--- src/rtl/drawing_pkg.sv ---
// -----------------------------------------------------------------------------
// drawing_pkg
// Shared definitions for the frame-store drawing engine bus (de_* bus).
// Drawing units, the port arbiter and future command dispatchers import this.
//
// Contents:
//   DE_ADDR_W / DE_DATA_W / DE_NBYTE_W : de-bus field widths
//   BURST_CNT_W                        : width of the arbiter burst counter
//   arb_state_e                        : arbiter state encoding
//   de_bus_t                           : one unit's request bundle
//   arb_dbg_t                          : arbiter debug view (state, ptr, burst)
//   sat_inc()                          : saturating increment for the counter
// -----------------------------------------------------------------------------
package drawing_pkg;

    localparam int DE_ADDR_W   = 18;
    localparam int DE_DATA_W   = 32;
    localparam int DE_NBYTE_W  = 4;
    localparam int BURST_CNT_W = 8;
    // Wide enough for a pointer into the largest legal unit count (8).
    localparam int DBG_PTR_W   = 3;

    typedef enum logic {
        ARB_IDLE  = 1'b0,
        ARB_GRANT = 1'b1
    } arb_state_e;

    // One drawing unit's view of the de-bus (request side).
    typedef struct packed {
        logic                  req;
        logic [DE_ADDR_W-1:0]  addr;
        logic [DE_NBYTE_W-1:0] nbyte;   // active-low byte enables
        logic                  rnw;
        logic [DE_DATA_W-1:0]  w_data;
    } de_bus_t;

    // Internal state exported for debug and checker binding.
    typedef struct packed {
        arb_state_e             state;
        logic [DBG_PTR_W-1:0]   ptr;
        logic [BURST_CNT_W-1:0] burst_cnt;
    } arb_dbg_t;

    function automatic logic [BURST_CNT_W-1:0] sat_inc(input logic [BURST_CNT_W-1:0] v);
        return (v == '1) ? v : v + 1'b1;
    endfunction

endpackage

--- src/rtl/drawing_de_arbiter_rr_pick.sv ---
// -----------------------------------------------------------------------------
// drawing_rr_pick
// Purely combinational round-robin selector. Starting at ptr_i and searching
// upward modulo NREQ, returns the first set bit of req_i as a one-hot pick.
//
// Ports:
//   req_i   [NREQ]   request vector
//   ptr_i   [PTR_W]  highest-priority index (must be < NREQ)
//   pick_o  [NREQ]   one-hot winner, all-zero when no request
//   valid_o          at least one request present
// -----------------------------------------------------------------------------
module drawing_rr_pick #(
    parameter int NREQ  = 4,
    parameter int PTR_W = (NREQ > 1) ? $clog2(NREQ) : 1
) (
    input  logic [NREQ-1:0]  req_i,
    input  logic [PTR_W-1:0] ptr_i,
    output logic [NREQ-1:0]  pick_o,
    output logic             valid_o
);

    logic [PTR_W:0]   sum;
    logic [PTR_W-1:0] idx;

    // Walk the NREQ candidate positions in priority order. The wrap is done
    // by a single conditional subtract so non-power-of-two NREQ works.
    always_comb begin
        pick_o  = '0;
        valid_o = 1'b0;
        sum     = '0;
        idx     = '0;
        for (int k = 0; k < NREQ; k++) begin
            sum = {1'b0, ptr_i} + (PTR_W+1)'(k);
            if (sum >= (PTR_W+1)'(NREQ)) begin
                sum = sum - (PTR_W+1)'(NREQ);
            end
            idx = sum[PTR_W-1:0];
            if (!valid_o && req_i[idx]) begin
                pick_o[idx] = 1'b1;
                valid_o     = 1'b1;
            end
        end
    end

endmodule

--- src/rtl/drawing_de_arbiter.sv ---
// -----------------------------------------------------------------------------
// drawing_de_arbiter
// Round-robin arbiter sharing the single frame-store de_* port among NREQ
// drawing units. One unit owns the port at a time; its bundle is muxed to the
// memory side, de_ack is routed back to it alone and read data is broadcast.
// A burst limit forces release after MAX_BURST acknowledged transfers.
//
// Handshake: a unit holds rq_de_req high with stable addr/data until it sees
// its rq_de_ack pulse; each de_ack pulse completes exactly one transfer of the
// granted unit. de_req follows the granted unit's request while in GRANT and
// is 0 otherwise.
//
// Ports:
//   clk, rst_n                        clock, async active-low reset
//   rq_de_req/ack/addr/nbyte/rnw/
//   rq_de_w_data/rq_de_r_data         per-unit side (flat, unit i at slice i)
//   de_req/ack/addr/nbyte/rnw/
//   de_w_data/de_r_data               memory side
//   grant                             one-hot owner, zero when idle
//   busy                              high in GRANT
//   dbg_o                             state, round-robin pointer, burst count
// -----------------------------------------------------------------------------
module drawing_de_arbiter
    import drawing_pkg::*;
#(
    parameter int NREQ      = 4,    // 2..8
    parameter int MAX_BURST = 16    // 1..255, 0 = unlimited
) (
    input  logic                       clk,
    input  logic                       rst_n,
    input  logic [NREQ-1:0]            rq_de_req,
    output logic [NREQ-1:0]            rq_de_ack,
    input  logic [NREQ*DE_ADDR_W-1:0]  rq_de_addr,
    input  logic [NREQ*DE_NBYTE_W-1:0] rq_de_nbyte,
    input  logic [NREQ-1:0]            rq_de_rnw,
    input  logic [NREQ*DE_DATA_W-1:0]  rq_de_w_data,
    output logic [DE_DATA_W-1:0]       rq_de_r_data,
    output logic                       de_req,
    input  logic                       de_ack,
    output logic [DE_ADDR_W-1:0]       de_addr,
    output logic [DE_NBYTE_W-1:0]      de_nbyte,
    output logic                       de_rnw,
    output logic [DE_DATA_W-1:0]       de_w_data,
    input  logic [DE_DATA_W-1:0]       de_r_data,
    output logic [NREQ-1:0]            grant,
    output logic                       busy,
    output arb_dbg_t                   dbg_o
);

    localparam int PTR_W = $clog2(NREQ);

    arb_state_e             state_q, state_d;
    logic [NREQ-1:0]        grant_q, grant_d;
    logic [PTR_W-1:0]       ptr_q, ptr_d;
    logic [BURST_CNT_W-1:0] burst_cnt_q, burst_cnt_d;

    de_bus_t                unit_bus [NREQ];
    de_bus_t                sel_bus;
    logic [PTR_W-1:0]       g_idx;
    logic [PTR_W-1:0]       next_ptr;
    logic [NREQ-1:0]        pick;
    logic                   pick_valid;
    logic                   burst_done;
    logic                   release_c;

    // ---------------------------------------------------------------- unpack
    for (genvar k = 0; k < NREQ; k++) begin : g_unpack
        assign unit_bus[k] = {rq_de_req[k],
                              rq_de_addr[k*DE_ADDR_W +: DE_ADDR_W],
                              rq_de_nbyte[k*DE_NBYTE_W +: DE_NBYTE_W],
                              rq_de_rnw[k],
                              rq_de_w_data[k*DE_DATA_W +: DE_DATA_W]};
    end

    // ------------------------------------------------------ round-robin pick
    drawing_rr_pick #(
        .NREQ  (NREQ),
        .PTR_W (PTR_W)
    ) u_rr_pick (
        .req_i   (rq_de_req),
        .ptr_i   (ptr_q),
        .pick_o  (pick),
        .valid_o (pick_valid)
    );

    // Index of the current owner; grant_q is one-hot in GRANT.
    always_comb begin
        g_idx = '0;
        for (int k = 0; k < NREQ; k++) begin
            if (grant_q[k]) begin
                g_idx = PTR_W'(k);
            end
        end
    end

    assign sel_bus  = unit_bus[g_idx];
    assign next_ptr = (g_idx == PTR_W'(NREQ-1)) ? '0 : g_idx + PTR_W'(1);

    // The ack that brings the count to MAX_BURST is the last one this grant.
    assign burst_done = de_ack && (MAX_BURST != 0) &&
                        (({1'b0, burst_cnt_q} + 9'd1) == 9'(MAX_BURST));

    // A unit that has dropped its request gives the port up as well.
    assign release_c  = !sel_bus.req || burst_done;

    // ------------------------------------------------------------------- FSM
    always_comb begin
        state_d     = state_q;
        grant_d     = grant_q;
        ptr_d       = ptr_q;
        burst_cnt_d = burst_cnt_q;
        unique case (state_q)
            ARB_IDLE: begin
                if (pick_valid) begin
                    grant_d     = pick;
                    burst_cnt_d = '0;
                    state_d     = ARB_GRANT;
                end
            end
            ARB_GRANT: begin
                if (de_ack) begin
                    burst_cnt_d = sat_inc(burst_cnt_q);
                end
                // Releasing always passes through IDLE, which yields the
                // mandatory dead cycle before the next owner is granted.
                if (release_c) begin
                    state_d = ARB_IDLE;
                    grant_d = '0;
                    ptr_d   = next_ptr;
                end
            end
            default: begin
                state_d = ARB_IDLE;
                grant_d = '0;
            end
        endcase
    end

    always_ff @(posedge clk or negedge rst_n) begin
        if (!rst_n) begin
            state_q     <= ARB_IDLE;
            grant_q     <= '0;
            ptr_q       <= '0;
            burst_cnt_q <= '0;
        end else begin
            state_q     <= state_d;
            grant_q     <= grant_d;
            ptr_q       <= ptr_d;
            burst_cnt_q <= burst_cnt_d;
        end
    end

    // --------------------------------------------------------------- outputs
    // Everything below derives from registered state, so an asynchronous
    // reset drops de_req, grant and the acks in the same cycle.
    always_comb begin
        busy      = (state_q == ARB_GRANT);
        de_req    = 1'b0;
        de_addr   = '0;
        de_nbyte  = '0;
        de_rnw    = 1'b0;
        de_w_data = '0;
        rq_de_ack = '0;
        if (busy) begin
            de_req    = sel_bus.req;
            de_addr   = sel_bus.addr;
            de_nbyte  = sel_bus.nbyte;
            de_rnw    = sel_bus.rnw;
            de_w_data = sel_bus.w_data;
            rq_de_ack = de_ack ? grant_q : '0;
        end
    end

    assign rq_de_r_data    = de_r_data;
    assign grant           = grant_q;
    assign dbg_o.state     = state_q;
    assign dbg_o.ptr       = DBG_PTR_W'(ptr_q);
    assign dbg_o.burst_cnt = burst_cnt_q;

endmodule

--- config.mk ---
export PLATFORM = sky130hd
export DESIGN_NAME = drawing_de_arbiter
export DESIGN_NICKNAME = d
export VERILOG_FILES = /design/src/rtl/drawing_pkg.sv /design/src/rtl/drawing_de_arbiter_rr_pick.sv /design/src/rtl/drawing_de_arbiter.sv
export SDC_FILE = /design/constraint.sdc
export NUM_CORES = 1
export LEC_CHECK = 0
export ABC_CLOCK_PERIOD_IN_PS = 2200
export BUFFER_PORTS_ARGS = -buffer_cell sky130_fd_sc_hd__buf_2
export CAP_MARGIN = 15
export CORE_AREA = 3 3 142 144
export DETAILED_ROUTE_END_ITERATION = 7
export DIE_AREA = 0 0 145 147
export SETUP_SLACK_MARGIN = 0.3
export SYNTH_ARGS = -nofsm -noshare
export SYNTH_HDL_FRONTEND = slang
export SYNTH_HIERARCHICAL = 1
export SYNTH_SLANG_ARGS = --single-unit
--- constraint.sdc ---
create_clock -name clk -period 2.2 [get_ports clk]
set_input_delay 0.44 -clock clk [delete_from_list [all_inputs] [get_ports clk]]
set_output_delay 0.44 -clock clk [all_outputs]
set_load 0.005 [all_outputs]
==> results_dict.tcl <==
set metrics [dict create \
    status "complete, no violations" \
    io_buffer_count 302 \
    synth_cells 516 \
    die_height_um 147 \
    fmax_ghz 0.463 \
    netlist_area_um2 3770 \
    numCtsBuffers 3 \
    ys_ff_latch 15 \
    start_kind "register" \
    dr.pass1.iters 5 \
    dr.max_layer_used "met4" \
    synth.net_count 783 \
    worstSetupPathType "reg -> out" \
    placed_cells 1028 \
    worst_pin_slew_ns 0.523 \
    fin_nets 1063 \
    ant_nets 0 \
    layoutNonFillerInstCount 1056 \
    p_per_area_nw_per_um2 1050 \
    cap_violations 0 \
    endpoint_kind "primary output" \
    start_util_pct 20.0 \
    critPathMaxFanout 6 \
    antenna_found_initial 17 \
    core_area_um2 18800 \
    hold_viol 0 \
    met1_length_um 6890 \
    fin_area_um2 6020 \
    min_period_ns 2.16 \
    hp-class "in -> async" \
    layout_commonest_cell "buf_2" \
    required_ns 1.76 \
    synth_cell_types 58 \
    globalplace.congestion 0.892 \
    totalWireLength_um 18800 \
    slew_viol_final 0 \
    drtIter0Drc 138 \
    cts_sinks 15 \
    overflow 0 \
    layout_common_cells "buf_2 (300), mux2i_1 (109), nor2_1 (70), nand2_1 (69), o21ai_1 (48)" \
    fp-row-count 50 \
    fin_util_pct 32.0 \
    wl_met3_um 1080 \
    hold_buffers 0 \
    num_vias 4857 \
    synth-seq-area-share_pct 9.96 \
    grt_pass1_vias 4752 \
    power.leakage_uw 0.00317 \
    tritoncts "yes" \
    drive_above_1_share_pct 50.7 \
    worstPathArrival_ns 1.72 \
    wl_per_cell_um 17.8 \
    grt_max_degree 57 \
    avgSynthCellArea_um2 7.30 \
    synthFlopType "dfrtp_1" \
    grt_use_total_pct 16.2 \
    place_area_um2 5450 \
    vdd_drop_max_mv 0.360 \
    grt_pass1_wl_um 27300 \
    wl_met2_um 10300 \
    pin_count 368 \
    final-setup-viol-count 0 \
    synthArstFlopShare_pct 100 \
    clk_path_buf_depth 2 \
    rsz0062_at_grt "true" \
    root_buffer "clkbuf_16" \
    slew_headroom_pct 65.1 \
    finClkSkew_ns 0.00333 \
    clkTransAtPathRegs_ns 0.05 \
    vias_per_cell 4.60 \
    nFillCells 2032 \
    min_period_over_period_pct 98.1 \
    hpwlAfterDp_um 14600 \
    dieArea_um2 21300 \
    synth_enable_flop_cells 0 \
    syn_to_final_growth_pct 59.8 \
    die_x_um 145 \
    cts_max_level 1 \
    yosys_warnings 6 \
    clk_latency_ns 0.25 \
    power.total_uw 6330 \
    drc_errors 0 \
]
power by group:
part | internal [µW] | switching (µW) | leakage [µW]
clock network | 246 | 114 | 0.0000382
registers | 362 | 130 | 0.000192
logic | 2720 | 2750 | 0.00294
per-layer routing:
metal | up-vias | global-route usage, %
met5 | - | 0
met4 | 0 | 3.33
met3 | 61 | 2.00
met2 | 244 | 32.8
met1 | 2193 | 18.1
li1 | 2359 | -
stage by stage:
step | hold WS [ns] | setup TNS, ns | worst slack (ns)
3_3_place_gp | 0.387 | 0 | 0.193
4_1_cts | 0.119 | 0 | 0.0502
5_1_grt | 0.138 | -0.129 | -0.0315
6_report | 0.104 | 0 | 0.0423
3_5_place_dp | 0.383 | 0 | 0.159
2_1_floorplan | 0.144 | 0 | 0.0964
final timing paths:
| check | startpoint | slack, ns | end | cells past startpoint |
|---|---|---|---|---|
| setup reg to reg | ptr_q[1]$_DFFE_PN0P_ | 0.17 | grant[0]$_DFFE_PN0P_ | 8 |
| min in group clk | de_ack | 0.53 | burst_cnt_q[7]$_DFFE_PN0P_ | 3 |
| setup / recovery | grant[1]$_DFFE_PN0P_ | 0.04 | de_addr[16] | 7 |
| max in group asynchronous | rst_n | 1.79 | grant[1]$_DFFE_PN0P_ | 1 |
| hold reg to reg | burst_cnt_q[7]$_DFFE_PN0P_ | 0.58 | burst_cnt_q[7]$_DFFE_PN0P_ | 1 |
| hold / removal | rst_n | 0.10 | burst_cnt_q[4]$_DFFE_PN0P_ | 1 |
sequential cells by signal (all words and copies together) (netlist names):
register,count
grant,4
ptr_q,2
busy,1
burst_cnt_q,8
Yosys cell counts, types with 2 or more instances:
cell       count  area (µm²)
nand3_1        6        30.0
o21ai_0       62         310
nor2b_1        2        12.5
a32oi_1        3        26.3
o2bb2ai_1      8        70.1
buf_6          3        33.8
ha_1           8         100
a22o_1         2        17.5
and3_1         5        31.3
nand2b_1       8        50.1
clkbuf_1      16        60.1
a2111oi_2      2        30.0
inv_1          5        18.8
dfrtp_1       15         375
mux2_2         3        33.8
and4_4         2        22.5
mux2i_1      122        1220
buf_1          4        15.0
buf_2         17        85.1
nor3_1         2        10.0
nand2_1       69         259
o22ai_1        7        43.8
a211oi_1       3        22.5
xnor2_1        3        26.3
a221oi_2       2        30.0
buf_4         34         255
o31ai_1        2        15.0
nor2_1        71         267
worst max-delay path, stage by stage, from the launching register on:
cell and delay [ns]:
dfrtp_4 0.54, buf_12 0.16, buf_16 0.14, mux2i_4 0.18, o21ai_2 0.10, mux2i_1 0.08
nor2_1 0.13, buf_2 0.13
area by class of cell:
cell class,count,area (µm²),area share [%]
inverters,6,32.5,0.540
clock buffers,4,78.8,1.31
multi-input cells,421,3110,51.6
well taps,260,325,5.40
flip-flops and latches,15,385,6.40
repair buffers,349,2090,34.7
diodes,1,2.50,0.0416
what timing repair did:
action,CTS,global route
resized for setup,68,30
pin swaps,7,24
setup endpoints to repair,60,62
gates cloned,4,0
setup buffers,15,4
kinds of logic (layout without fill, tap and decap cells):
family / count (synthesis) / after routing / synth area share [%]
compound gates: 103 / 103 / 18.8
xor+xnor: 4 / 4 / 0.930
fa+ha+maj: 8 / 8 / 2.66
buf+inv: 80 / 359 / 12.5
flops: 15 / 15 / 9.96
mux: 127 / 127 / 34.2
other cells: 1 / 2 / 0.0995
simple gates: 178 / 178 / 20.9
Power figures use the tool's default switching activity.
